**src/rtl/mips_cpu_lsu_pkg.sv**
```systemverilog
// Shared types for the load/store unit: FSM states, access size codes, latched request.
package mips_cpu_lsu_pkg;

    typedef enum logic [1:0] {
        ST_IDLE  = 2'b00,
        ST_READ  = 2'b01,
        ST_WRITE = 2'b10,
        ST_RESP  = 2'b11
    } lsu_state_t;

    localparam logic [1:0] SIZE_BYTE = 2'b00;
    localparam logic [1:0] SIZE_HALF = 2'b01;
    localparam logic [1:0] SIZE_WORD = 2'b10;

    // Only the fields still needed after acceptance: lane select and extension mode.
    typedef struct packed {
        logic [1:0] addr_lo;
        logic [1:0] size;
        logic       signed_load;
    } req_t;

    function automatic logic access_err(input logic       memread,
                                        input logic       memwrite,
                                        input logic [1:0] size,
                                        input logic [1:0] addr_lo);
        logic err;
        err = (memread == memwrite);
        case (size)
            SIZE_BYTE: err = err;
            SIZE_HALF: err = err | addr_lo[0];
            SIZE_WORD: err = err | (|addr_lo);
            default:   err = 1'b1;
        endcase
        return err;
    endfunction

endpackage

```
**src/rtl/mips_cpu_lsu_align.sv**
```systemverilog
// Byte-lane steering: byteenable, store replication, load lane extract and extension.
// Purely combinational, zero latency; no flow control of its own.
// Illegal size yields an all-zero byteenable.
module mips_cpu_lsu_align
    import mips_cpu_lsu_pkg::*;
(
    input  logic [1:0]  size,
    input  logic [1:0]  addr_lo,
    input  logic        signed_load,
    input  logic [31:0] wdata,
    input  logic [31:0] readdata,
    output logic [3:0]  byteenable,
    output logic [31:0] writedata,
    output logic [31:0] load_data
);

    logic [7:0]  byte_lane;
    logic [15:0] half_lane;

    always_comb begin
        case (addr_lo)
            2'd0:    byte_lane = readdata[7:0];
            2'd1:    byte_lane = readdata[15:8];
            2'd2:    byte_lane = readdata[23:16];
            default: byte_lane = readdata[31:24];
        endcase
        half_lane = addr_lo[1] ? readdata[31:16] : readdata[15:0];
    end

    always_comb begin
        byteenable = 4'b0000;
        writedata  = wdata;
        load_data  = readdata;
        case (size)
            SIZE_BYTE: begin
                byteenable = 4'b0001 << addr_lo;
                writedata  = {4{wdata[7:0]}};
                load_data  = {{24{signed_load & byte_lane[7]}}, byte_lane};
            end
            SIZE_HALF: begin
                byteenable = 4'b0011 << addr_lo;
                writedata  = {2{wdata[15:0]}};
                load_data  = {{16{signed_load & half_lane[15]}}, half_lane};
            end
            SIZE_WORD: begin
                byteenable = 4'b1111;
            end
            default: begin
                byteenable = 4'b0000;
            end
        endcase
    end

endmodule

```
**src/rtl/mips_cpu_lsu.sv**
```systemverilog
// Load/store unit bridging the CPU control path to an Avalon-MM master port.
// Latency: 3 cycles request-to-done with no wait states, +1 per waitrequest cycle; errors finish in 2.
// Backpressure: avm_waitrequest holds the bus phase; stall freezes the pipeline meanwhile.
module mips_cpu_lsu
    import mips_cpu_lsu_pkg::*;
(
    input  logic        clk,
    input  logic        reset,
    input  logic        req_valid,
    input  logic        memread,
    input  logic        memwrite,
    input  logic [1:0]  size,
    input  logic        signed_load,
    input  logic [31:0] addr,
    input  logic [31:0] wdata,
    output logic        stall,
    output logic        done,
    output logic [31:0] rdata,
    output logic        addr_err,
    output logic [31:0] avm_address,
    output logic        avm_read,
    output logic        avm_write,
    output logic [3:0]  avm_byteenable,
    output logic [31:0] avm_writedata,
    input  logic [31:0] avm_readdata,
    input  logic        avm_waitrequest
);

    lsu_state_t state_q;
    req_t       req_q;

    logic        in_idle;
    logic [1:0]  al_size;
    logic [1:0]  al_addr_lo;
    logic        al_signed;
    logic [3:0]  al_byteenable;
    logic [31:0] al_writedata;
    logic [31:0] al_load_data;
    logic        req_err;

    // Lane logic sees the live request while idle and the latched one during the access.
    assign in_idle    = (state_q == ST_IDLE);
    assign al_size    = in_idle ? size        : req_q.size;
    assign al_addr_lo = in_idle ? addr[1:0]   : req_q.addr_lo;
    assign al_signed  = in_idle ? signed_load : req_q.signed_load;
    assign req_err    = access_err(memread, memwrite, size, addr[1:0]);

    mips_cpu_lsu_align u_align (
        .size        (al_size),
        .addr_lo     (al_addr_lo),
        .signed_load (al_signed),
        .wdata       (wdata),
        .readdata    (avm_readdata),
        .byteenable  (al_byteenable),
        .writedata   (al_writedata),
        .load_data   (al_load_data)
    );

    assign stall = (in_idle && req_valid) || (state_q == ST_READ) || (state_q == ST_WRITE);

    always_ff @(posedge clk) begin
        if (reset) begin
            state_q        <= ST_IDLE;
            req_q          <= '0;
            done           <= 1'b0;
            addr_err       <= 1'b0;
            rdata          <= '0;
            avm_address    <= '0;
            avm_read       <= 1'b0;
            avm_write      <= 1'b0;
            avm_byteenable <= 4'b0000;
            avm_writedata  <= '0;
        end else begin
            done     <= 1'b0;
            addr_err <= 1'b0;
            case (state_q)
                ST_IDLE: begin
                    if (req_valid) begin
                        req_q.addr_lo     <= addr[1:0];
                        req_q.size        <= size;
                        req_q.signed_load <= signed_load;
                        avm_address       <= {addr[31:2], 2'b00};
                        avm_writedata     <= al_writedata;
                        if (req_err) begin
                            avm_byteenable <= 4'b0000;
                            done           <= 1'b1;
                            addr_err       <= 1'b1;
                            state_q        <= ST_RESP;
                        end else if (memread) begin
                            avm_byteenable <= al_byteenable;
                            avm_read       <= 1'b1;
                            state_q        <= ST_READ;
                        end else begin
                            avm_byteenable <= al_byteenable;
                            avm_write      <= 1'b1;
                            state_q        <= ST_WRITE;
                        end
                    end
                end
                ST_READ: begin
                    if (!avm_waitrequest) begin
                        rdata    <= al_load_data;
                        avm_read <= 1'b0;
                        done     <= 1'b1;
                        state_q  <= ST_RESP;
                    end
                end
                ST_WRITE: begin
                    if (!avm_waitrequest) begin
                        avm_write <= 1'b0;
                        done      <= 1'b1;
                        state_q   <= ST_RESP;
                    end
                end
                ST_RESP: begin
                    state_q <= ST_IDLE;
                end
                default: begin
                    state_q <= ST_IDLE;
                end
            endcase
        end
    end

endmodule

```
**config.mk**
```make
export PLATFORM = sky130hd
export DESIGN_NAME = mips_cpu_lsu
export DESIGN_NICKNAME = d
export VERILOG_FILES = /design/src/rtl/mips_cpu_lsu_pkg.sv /design/src/rtl/mips_cpu_lsu_align.sv /design/src/rtl/mips_cpu_lsu.sv
export SDC_FILE = /design/constraint.sdc
export NUM_CORES = 1
export LEC_CHECK = 0
export CAP_MARGIN = 20
export CORE_MARGIN = 10
export CORE_UTILIZATION = 47
export CTS_BUF_LIST = sky130_fd_sc_hd__clkbuf_8 sky130_fd_sc_hd__clkbuf_16
export DETAILED_ROUTE_END_ITERATION = 8
export PLACE_DENSITY = 0.89
export SLEW_MARGIN = 20
export SYNTH_ARGS = -nofsm -noshare
export SYNTH_HDL_FRONTEND = slang
export SYNTH_SLANG_ARGS = --single-unit
```
**constraint.sdc**
```tcl
create_clock -name clk -period 4.75 [get_ports clk]
set_input_delay 1.425 -clock clk [delete_from_list [all_inputs] [get_ports clk]]
set_output_delay 1.425 -clock clk [all_outputs]
set_load 0.1 [all_outputs]
```
; Word-level counts from Yosys, hierarchy flattened
; Index checks and enable logic that the tools add are counted.
; W data, S select, Z words.
[word_totals]
reg_bits = 109
in_bits = 105
output_inout_bits = 105
elab_cells = 82
[classes]
n_eq_ne = 17
shift = 2
n_mux = 28
bitwise_logic = 6
reduce_logical = 17
[ops]
columns = op, count
row1 = $pmux W32 S2, 2
row2 = $pmux W8 S3, 1
row3 = $mux W16, 1
row4 = $ne A2 B2 Y1 const B, 7
row5 = $mux W2, 6
row6 = $pmux W4 S3, 1
row7 = $mux W1, 11
row8 = $eq A2 B2 Y1 const B, 5
row9 = $reduce_and A5 Y1, 2
row10 = $eq A2 B1 Y1 const B, 4
row11 = $logic_not A2 Y1, 4
row12 = $pmux W1 S2, 3
row13 = $pmux W2 S3, 1
row14 = $reduce_and A2 Y1, 3
row15 = $reduce_or A2 Y1, 3
row16 = $mux W4, 1
row17 = $reduce_bool A2 Y1, 2
row18 = $shl A1 B2 Y4 const A, 1
row19 = $shl A2 B2 Y4 const A, 1
row20 = $pmux W1 S3, 1
row21 = $and A1 B1 Y1, 2
row22 = $logic_or A1 B1 Y1, 2
row23 = $not A1 Y1, 2
row24 = $or A1 B1 Y1, 2
row25 = other kinds (2), 2

; Depth between registers and ports, before layout
[depth]
ltp_word = 6
mapped_depth = 10
depth_no_buf = 7

; Hierarchy
; A second synthesis with hierarchy kept.
[unflattened]
cells_unflattened = 704
area_unflattened_um2 = 5285.1
[by_module_without_submodules]
columns = mod, n_inst, cells_each, area_each_um2, seq_area_each_um2
row1 = mips_cpu_lsu, 1, 512, 4075.2, 2182.1
row2 = mips_cpu_lsu_align, 1, 192, 1209.9, 0.0

; Worst setup path before layout
; Ideal clock, no wire load.
[synth_path]
path_type = input port to output port
from = input port req_valid
to = output port stall
t_arrival_ps = 2570
required_time_ps = 3325
setup_slack_ps = 755
path_stages = 4
n_path_buf = 2
cell_sequence = and2_1 buf_2 buf_2 or3_1
[synth_via]
elab_chain_len = 3
[synth_lines]
columns = item, line
row1 = from (decl), mips_cpu_lsu.sv:9  ; input logic req_valid,
row2 = $logic_and A1 B1 Y1, mips_cpu_lsu.sv:59  ; assign stall = (in_idle && req_valid) || (state_q == ST_READ) || (state_q == ST_WRITE);
row3 = $logic_or A1 B1 Y1 (2 in a row), mips_cpu_lsu.sv:59
row4 = to (decl), mips_cpu_lsu.sv:16  ; output logic stall,
; No other way between the ends.

; Worst setup path in the final report
; Ends and elaborated chain as after synthesis.

==> flow_summary.json <==
{
  "status": "completed",
  "drt_iter0_drc": 564,
  "slew_viol_final": 0,
  "synth_fa_ha_area_share_pct": 1.69,
  "antenna_found_initial": 0,
  "die_y_um": 125,
  "finalHoldViolCount": 0,
  "start_kind": "input pin",
  "yosysSeqAreaShare_pct": 42.2,
  "grt_pass1_wl_um": 29300,
  "clk_latency_ps": 400,
  "ios": 210,
  "synth_edf_count": 0,
  "avgSynthCellArea_um2": 8.08,
  "end_kind": "output pin",
  "drcViolationCount": 0,
  "synthMuxAreaShare_pct": 3.66,
  "drive_above_1_share_pct": 8.17,
  "postCtsSetupBuffers": 0,
  "cts.sinks": 109,
  "cp_slowest_stage_delay_ps": 480,
  "cap_violations": 0,
  "ant_nets": 0,
  "syn_inst": 640,
  "slowest_stage": "clkdlybuf4s50_1",
  "grt_pass1_vias": 5479,
  "async_flop_share_pct": 0,
  "first_pass_iters": 5,
  "final_nets": 927,
  "whs_ps": 460,
  "whs_endpoint": "avm_address[15]$_SDFFE_PP0P_",
  "leakage_nw": 2.71,
  "path_depth": 4,
  "synth_area_um2": 5170,
  "path_max_fanout": 4,
  "synth_top_family_by_area": "compound AO/OA/AOI/OAI gates",
  "r2r-start": "state_q[0]$_SDFFE_PP0P_",
  "cp.required_ps": 3320,
  "wirelength_um": 18500,
  "rsz0062_at_grt": "no",
  "hold_start": "avm_address[15]$_SDFFE_PP0P_",
  "cts_hold_buf": 0,
  "ctsResizeCount": 0,
  "core_region_area_um2": 10800,
  "vias": 5496,
  "cts_tree": "yes",
  "synth_ff_type": "dfxtp_1",
  "r2r_slack_ps": 1590,
  "numCtsBuffers": 9,
  "synth_compound_area_share_pct": 26.0,
  "worst_slew_pin_slew_ps": 1060,
  "dr_wl_met3_um": 1230,
  "ys_seq_elements": 109,
  "avgViaCountPerCell": 5.73,
  "row_count": 38,
  "n_fill_cell": 847,
  "wl_met1_um": 7580,
  "path_delay_family": "buffers and inverters",
  "path_class": "in -> out",
  "synthSimpleGateAreaFrac_pct": 20.7,
  "power.density_nw_per_um2": 664,
  "grt-ovfl-total": 0,
  "crit_buf_inv": 2,
  "syn_to_final_growth_pct": 44.8,
  "synth_xor_area_share_pct": 0.169,
  "die_area_um2": 15600,
  "yosysWarnings": 0,
  "max_freq_mhz": 243,
  "gp_congestion": 0.897,
  "cp_cell_sequence": "clkdlybuf4s50_1, and2_2, or3_1, buf_12",
  "root_buffer": "clkbuf_8",
  "wl_per_cell_um": 19.3,
  "ir_drop_v": 0.000436,
  "period_share_pct": 86.6,
  "cp.arrival_ps": 2690,
  "h-tree-depth": 3,
  "grt_max_degree": 81,
  "min_path_cells": 2,
  "hold_class": "reg -> reg",
  "top_layer": "met4",
  "r2r_cells": 8,
  "fin_skew_ps": 13.8,
  "dpl.hpwl_um": 13700,
  "slew_headroom_pct": 29.1,
  "die_x_um": 125,
  "setup_viol": 0,
  "num_antenna_cells": 0,
  "wl_met2_um": 8970,
  "clk_pin_slew_ps": 110,
  "io_buffers": 207,
  "min_period_ps": 4120,
  "grt.total_usage_pct": 22.7,
  "finalSetupTns_ps": 0,
  "yosysUniqueCellTypes": 58,
  "reg2reg_to": "rdata[18]$_SDFFE_PP0P_",
  "clockBufferDepth": 2,
  "start_util_pct": 47.9
}
==> per-layer routing <==
| metal | vias to the layer above | global-route usage, % |
|---|---|---|
| met5 | - | 0 |
| met4 | 0 | 9.96 |
| met2 | 234 | 38.2 |
| li1 | 2580 | - |
| met1 | 2631 | 26.6 |
| met3 | 51 | 6.00 |
==> report_power, final <==
part           total, mW  internal [mW]  switching [mW]
Sequential          1.23           1.11           0.116
Combinational       3.04          0.779            2.26
Clock              0.699          0.359           0.339
Total               4.97           2.25            2.72
==> kinds of logic after synthesis <==
| kind of cell | count (synthesis) |
|---|---|
| other | 1 |
| and+or+nand+nor | 257 |
| xor gates and xnor gates | 1 |
| AOI/OAI and AO/OA | 192 |
| muxes | 15 |
| buffers and inverters | 58 |
| DFF | 109 |
| adders and majority gates | 7 |
==> cells in the mapped netlist, drive strengths merged, types with 2 or more instances <==
master | instances | area share (%)
nand2 | 147 | 11
dfxtp | 109 | 42
a21oi | 90 | 8.8
nor2 | 78 | 5.8
clkbuf | 29 | 2.1
a311oi | 27 | 4.9
a211oi | 24 | 4.5
buf | 23 | 3.0
o21ai | 19 | 1.8
nor3 | 12 | 1.5
mux2 | 9 | 2.1
ha | 7 | 1.7
inv | 6 | 0.44
mux2i | 6 | 1.5
nand2b | 5 | 0.61
nor3b | 5 | 0.82
a22oi | 4 | 0.85
a32o | 3 | 0.58
a32oi | 3 | 0.51
nand3 | 3 | 0.29
a2111oi | 2 | 0.39
a21boi | 2 | 0.29
a221oi | 2 | 0.58
a31oi | 2 | 0.24
nand3b | 2 | 0.29
o21a | 2 | 0.29
o221a | 2 | 0.44
or3 | 2 | 0.24
==> registers in the layout, indices dropped and copies added (netlist names) <==
register	flops
avm_read	1
rdata	32
req_q	5
addr_err	1
avm_write	1
avm_writedata	32
avm_byteenable	4
state_q	2
avm_address	30
done	1
==> cells in the final DEF, fill, tap and decap left out, types with 9 or more instances in the layout <==
master	synthesis	routed
a211oi_1	14	14
a211oi_2	10	10
a21oi_1	89	89
a311oi_1	26	26
buf_4	3	9
clkbuf_8	0	9
clkdlybuf4s50_1	0	205
dfxtp_1	109	109
nand2_1	145	144
nor2_1	77	77
nor3_1	10	10
o21ai_0	15	15
==> per-stage QoR <==
| stage | cell area [um2] | setup slack [ps] | total power, mW | util [%] | cells |
|---|---|---|---|---|---|
| finish | 7480 | 634 | 4.97 | 69.3 | 960 |
| global placement | 7230 | 657 | 4.21 | 67.0 | 944 |
| CTS | 7480 | 650 | 4.98 | 69.3 | 960 |
| global route | 7480 | 598 | 5.19 | 69.3 | 960 |
| detailed placement | 7230 | 651 | 4.28 | 67.0 | 944 |
| floorplan | 5170 | 755 | 3.57 | - | 641 |
==> worst register-to-register path, stage by stage, from the launching register on <==
cell and delay, ps:
dfxtp_1 410, inv_1 90, ha_1 540, nor3_2 800
nor2_1 80, buf_4 230, a311oi_4 320, a22oi_4 260
a211oi_1 330
==> worst max-delay path by stage <==
stage	start	slack [ps]	endpoint
global route	req_valid	600	stall
global placement	req_valid	660	stall
finish	req_valid	630	stall
detailed placement	req_valid	650	stall
CTS	req_valid	650	stall
floorplan	req_valid	760	stall
==> layout make-up <==
cell class	count	area [um2]	share of cell area, %
multi-input combinational	474	2710	36.2
sequential	109	2180	29.2
timing repair buffer	215	2140	28.6
tap	140	175	2.34
clock inverter	7	128	1.71
clock buffer	9	124	1.66
inverter	6	22.5	0.301
Power figures use the tool's default switching activity.
